[src/rtl/cpu_sequencer.sv]
// rtl/cpu_sequencer.sv - multi-cycle fetch/decode/execute sequencer with ALU and data-memory handshakes
module cpu_sequencer #(
    parameter int                  PC_WIDTH = 8,
    parameter logic [PC_WIDTH-1:0] RESET_PC = '0
) (
    input  logic                clk,
    input  logic                reset,
    input  logic                run,
    output logic                instr_req,
    output logic [PC_WIDTH-1:0] instr_addr,
    input  logic [31:0]         instr_rdata,
    input  logic                instr_valid,
    output logic                alu_start,
    output logic [2:0]          alu_op,
    output logic [7:0]          alu_a,
    output logic [7:0]          alu_b,
    input  logic [7:0]          alu_result,
    input  logic                alu_done,
    output logic                mem_we,
    output logic [7:0]          mem_addr,
    output logic [7:0]          mem_wdata,
    output logic [PC_WIDTH-1:0] pc,
    output logic                zero_flag,
    output logic                halted,
    output logic                illegal
);

    typedef enum logic [2:0] {
        S_IDLE,
        S_FETCH,
        S_DECODE,
        S_EXEC,
        S_WAIT_ALU,
        S_WRITE,
        S_HALT
    } state_t;

    localparam logic [2:0] GRP_CTRL = 3'b000;
    localparam logic [2:0] GRP_ALU  = 3'b001;
    localparam logic [2:0] CMD_JMP  = 3'b001;
    localparam logic [2:0] CMD_JZ   = 3'b010;
    localparam logic [2:0] CMD_HALT = 3'b011;
    localparam logic [PC_WIDTH-1:0] PC_ONE = {{(PC_WIDTH-1){1'b0}}, 1'b1};

    state_t              state, state_d;
    logic [31:0]         ir, ir_d;
    logic [PC_WIDTH-1:0] pc_d;
    logic                zero_flag_d, illegal_d;
    logic [7:0]          result, result_d;

    logic [2:0] ir_group, ir_cmd;
    logic [7:0] ir_arg1, ir_arg2, ir_address;
    logic       unused_ir_bits;

    assign ir_group       = ir[31:29];
    assign ir_cmd         = ir[28:26];
    assign ir_arg1        = ir[24:17];
    assign ir_arg2        = ir[15:8];
    assign ir_address     = ir[7:0];
    assign unused_ir_bits = ^{ir[25], ir[16]};

    assign instr_addr = pc;

    always_ff @(posedge clk or posedge reset) begin
        if (reset) begin
            state     <= S_IDLE;
            pc        <= RESET_PC;
            ir        <= '0;
            zero_flag <= 1'b0;
            illegal   <= 1'b0;
            result    <= '0;
        end else begin
            state     <= state_d;
            pc        <= pc_d;
            ir        <= ir_d;
            zero_flag <= zero_flag_d;
            illegal   <= illegal_d;
            result    <= result_d;
        end
    end

    always_comb begin
        state_d     = state;
        pc_d        = pc;
        ir_d        = ir;
        zero_flag_d = zero_flag;
        illegal_d   = illegal;
        result_d    = result;
        instr_req   = 1'b0;
        alu_start   = 1'b0;
        alu_op      = '0;
        alu_a       = '0;
        alu_b       = '0;
        mem_we      = 1'b0;
        mem_addr    = '0;
        mem_wdata   = '0;
        halted      = 1'b0;

        case (state)
            S_IDLE: begin
                if (run) state_d = S_FETCH;
            end
            S_FETCH: begin
                instr_req = 1'b1;
                if (instr_valid) begin
                    ir_d    = instr_rdata;
                    state_d = S_DECODE;
                end
            end
            S_DECODE: begin
                state_d = S_EXEC;
            end
            S_EXEC: begin
                case (ir_group)
                    GRP_CTRL: begin
                        case (ir_cmd)
                            CMD_JMP:  pc_d = PC_WIDTH'(ir_address);
                            CMD_JZ:   pc_d = zero_flag ? PC_WIDTH'(ir_address) : pc + PC_ONE;
                            CMD_HALT: pc_d = pc;
                            default:  pc_d = pc + PC_ONE;
                        endcase
                        if (ir_cmd == CMD_HALT) state_d = S_HALT;
                        else                    state_d = run ? S_FETCH : S_IDLE;
                    end
                    GRP_ALU: begin
                        alu_start = 1'b1;
                        alu_op    = ir_cmd;
                        alu_a     = ir_arg1;
                        alu_b     = ir_arg2;
                        state_d   = S_WAIT_ALU;
                    end
                    default: begin
                        illegal_d = 1'b1;
                        state_d   = S_HALT;
                    end
                endcase
            end
            S_WAIT_ALU: begin
                alu_op = ir_cmd;
                alu_a  = ir_arg1;
                alu_b  = ir_arg2;
                if (alu_done) begin
                    result_d    = alu_result;
                    zero_flag_d = (alu_result == 8'h00);
                    state_d     = S_WRITE;
                end
            end
            S_WRITE: begin
                alu_op    = ir_cmd;
                alu_a     = ir_arg1;
                alu_b     = ir_arg2;
                mem_we    = 1'b1;
                mem_addr  = ir_address;
                mem_wdata = result;
                pc_d      = pc + PC_ONE;
                state_d   = run ? S_FETCH : S_IDLE;
            end
            S_HALT: begin
                halted = 1'b1;
            end
            default: begin
                state_d = S_IDLE;
            end
        endcase
    end

endmodule

[config.mk]
export PLATFORM = sky130hd
export DESIGN_NAME = cpu_sequencer
export DESIGN_NICKNAME = d
export VERILOG_FILES = /design/src/rtl/cpu_sequencer.sv
export SDC_FILE = /design/constraint.sdc
export NUM_CORES = 1
export LEC_CHECK = 0
export BUFFER_PORTS_ARGS = -buffer_cell sky130_fd_sc_hd__buf_2
export CAP_MARGIN = 25
export CORE_MARGIN = 4
export CORE_UTILIZATION = 45
export DETAILED_ROUTE_END_ITERATION = 7
export GPL_TIMING_DRIVEN = 0
export PLACE_DENSITY = 0.77
export SLEW_MARGIN = 15
export SYNTH_ARGS = -nofsm -noshare
export SYNTH_HDL_FRONTEND = slang
export SYNTH_SLANG_ARGS = --single-unit
[constraint.sdc]
create_clock -name clk -period 1.6 [get_ports clk]
set_input_delay 0.24 -clock clk [delete_from_list [all_inputs] [get_ports clk]]
set_output_delay 0.24 -clock clk [all_outputs]
set_load 0.01 [all_outputs]
==> metrics.md <==
| Metric | Value |
|---|---|
| Num rows | 28 |
| Syn nets | about 270 |
| Synth Area per Inst | 12.1 µm² |
| Die Wd | roughly 86 µm |
| CP Data Required Time | 1.36 ns |
| Clk root buf | clkbuf_8 |
| RSZ-0062 raised after global routing | true |
| Yosys reg bits | between 50 and 60 |
| Number of global-route vias before repair | between 2,000 and 2,500 |
| Cell taking the most area after synthesis | dfrtp_1 |
| Period utilisation layout | 124% |
| DRC viols | 0 |
| Arr. time, crit path | 1.75 ns |
| IO buf count | between 90 and 100 |
| Synth unique cells | 38 |
| GR peak layer | met2 |
| WL final | between 8000 and 9000 µm |
| Avg Vias per Cell | ~5.2 |
| Setup TNS | -17.81 ns |
| Setup crit end kind | output pin |
| Initial antenna violation count | 1 |
| Leakage power total | about 0.0021 µW |
| Final setup vio count | 84 |
| Post-synth top area share | 46.5% |
| Synth Flop Type | dfrtp_1 |
| Post-route ant nets | 0 |
| Critical path class | reg -> out |
| Die Area | between 7000 and 8000 µm² |
| Post-synthesis sequential area ratio | a little under half |
| Wire length per cell | between 15 and 20 µm |
| HP Class | in -> reg |
| First-pass GRT wire length | ~12,000 µm |
| Starting DRC count in detailed routing | roughly 130 |
| Most common cell after layout, fill and taps aside | buf_2 |
| Number of synthesized flops with an enable pin | 0 |
| Cell Pwr Density | approximately 1800 nW/µm² |
| Clock-pin slew on the worst setup and hold paths | approximately 0.10 ns |
| Core area | roughly 5900 µm² |
| Final Hold Fails | 0 |
| Clock Sinks | 51 |
| Chip height | 86.1 µm |
| Fill cell count | 379 |
| DRT Pass-1 Iters | 4 |
| Clock buffer depth | 2 |
| Largest net degree at the start of global routing | 36 |
| Kind of launch point of the worst setup path | flop |
| HPWL Detailed | roughly 4700 µm |
| Worst R2R Path Depth | 7 |
| GR Util met3 | 4.32% |
| Post-route setup slack | -0.391 ns |
| Finished Layout Cells | between 400 and 500 |
| IO Pins | 102 |
| Initial Util | between 40% and 50% |
| Via Count | around 2,300 |
| Fin area | 4250 µm² |
| Final hold slack | approximately 0.15 ns |
| Clock skew | about 0.013 ns |
| Max-Cap Viols | 0 |
| Clock Latency Late Sink | 0.32 ns |
| Failing checks | setup timing |
| GRT Resource Usage Total | a little over a fifth |
| Fmax | 0.502 GHz |
| Synthesized cell area | 2740 µm² |
| Total CTS buffers | 5 |
| Least-Margin Pin Slew | between 0.5 and 0.6 ns |
| Fraction of layout cells with a size suffix above 1 | between 60 and 70% |
| Area Overhead vs Synth | 54.8% |
| Slew headroom | roughly three fifths |
| Synth top area cells | dfrtp_1 47%, mux2_4 16%, nor2b_1 4.3% |
| CTS tree | built |
| Met2 Resource Use GR | a little over a third |
| Commonest non-fill, non-tap cells in the layout | 81 x buf_2, 50 x dfrtp_1, 38 x buf_6 |
| Tot Pwr | ~7800 µW |
| GPL Wtd Cong | approximately 0.8 |
| Syn. warnings | 0 |
| Instance count of the mapped netlist | 226 |
| CP max FO | 10 |
| Htree depth | 2 |
| Global route total overflow | 0 |
| Final min period | 1.99 ns |
| Met1 Track Usage GR | about a quarter |
| Final Max Slew Viols | 0 |
| Async set or reset register ratio after synthesis | 100% |
| Placed cell areas | 3390 µm² |
| Hold depth | 2 |
| Peak VDD IR | roughly 1.3 mV |
| Dpl cells | approximately 400 |
| Status | finished, violations left |
| Final #Nets | approximately 420 |
## cell usage after synthesis (2+ instances only)
library cell,count
a22oi_1,2
and2_1,18
and3_1,3
and3b_2,2
buf_4,9
buf_6,8
dfrtp_1,51
inv_1,7
mux2_2,9
mux2_4,29
mux2i_1,7
nand2_1,6
nand3_1,6
nand3b_1,2
nor2_1,8
nor2b_1,19
nor3_1,5
nor4_1,2
o21ai_0,10
o22ai_1,2
o2bb2ai_1,4
## cell type report
class                           count  area (µm²)  area share [%]
Multi-Input combinational cell    148        1400            33.1
Inverter                            8        37.5           0.884
Buffer                             16         188            4.42
Timing Repair Buffer              143        1140            26.9
Tap cell                           75        93.8            2.21
Antenna cell                        1        2.50          0.0589
Clock buffer                        8         100            2.36
Sequential cell                    51        1280            30.1
## state kept, by name, indices dropped and copies added, names as in the netlist
signal and flops:
ir 30, instr_addr 8, result 8, state 3
illegal 1, zero_flag 1
## metrics by stage
step                utilization, %  worst slack, ns
global placement              56.9           -0.511
CTS                           68.2           -0.337
global route                  71.7           -0.416
finish                        71.7           -0.391
detailed placement            57.2           -0.218
floorplan                        -          -0.0112
## cell families after synthesis
group / count (synthesis) / share of synthesized area (%)
AOI/OAI and AO/OA: 27 / 7.80
buffers and inverters: 27 / 7.25
and+or+nand+nor: 75 / 15.8
adders and majority gates: 1 / 0.456
DFF: 51 / 46.5
muxes: 45 / 22.1
## final timing paths
check / start / endpoint / slack, ns
worst min-delay path: instr_rdata[12] / ir[12] / 0.15
worst min register to register: illegal / illegal / 0.51
min in group asynchronous: reset / result[4] / 0.45
max in group asynchronous: reset / state[2] / 0.62
worst max register to register: state[2] / instr_addr[3] / -0.25
worst max-delay path: state[2] / alu_b[2] / -0.39
## metal layers
metal / vias to the layer above / share of wire (%)
met5: - / 0
met4: 0 / 2.6
met3: 20 / 4.5
met2: 85 / 52
met1: 1157 / 41
li1: 1071 / -
## critical path: stages, from the launching register on
cell and delay (ns):
dfrtp_2 0.44, and3b_2 0.27, and3_4 0.22, a21oi_4 0.05, buf_8 0.15, nor2b_2 0.14, buf_2 0.17
## what timing repair did
action                                  in CTS  in global routing
gates cloned                                 5                  1
buffers inserted                            25                 14
hold buffers                                 1                  0
endpoints found under the setup margin      81                 86
pin swaps                                   24                  7
endpoints found under the hold margin       16                  0
gates resized for setup                     59                 42
## where the power goes
group	switching, µW	internal (µW)	leakage, µW	total, µW
Sequential	604	1930	0.000613	2540
Clock	444	396	0.0000515	840
Combinational	1710	2670	0.00143	4380
Power figures use the tool's default switching activity.
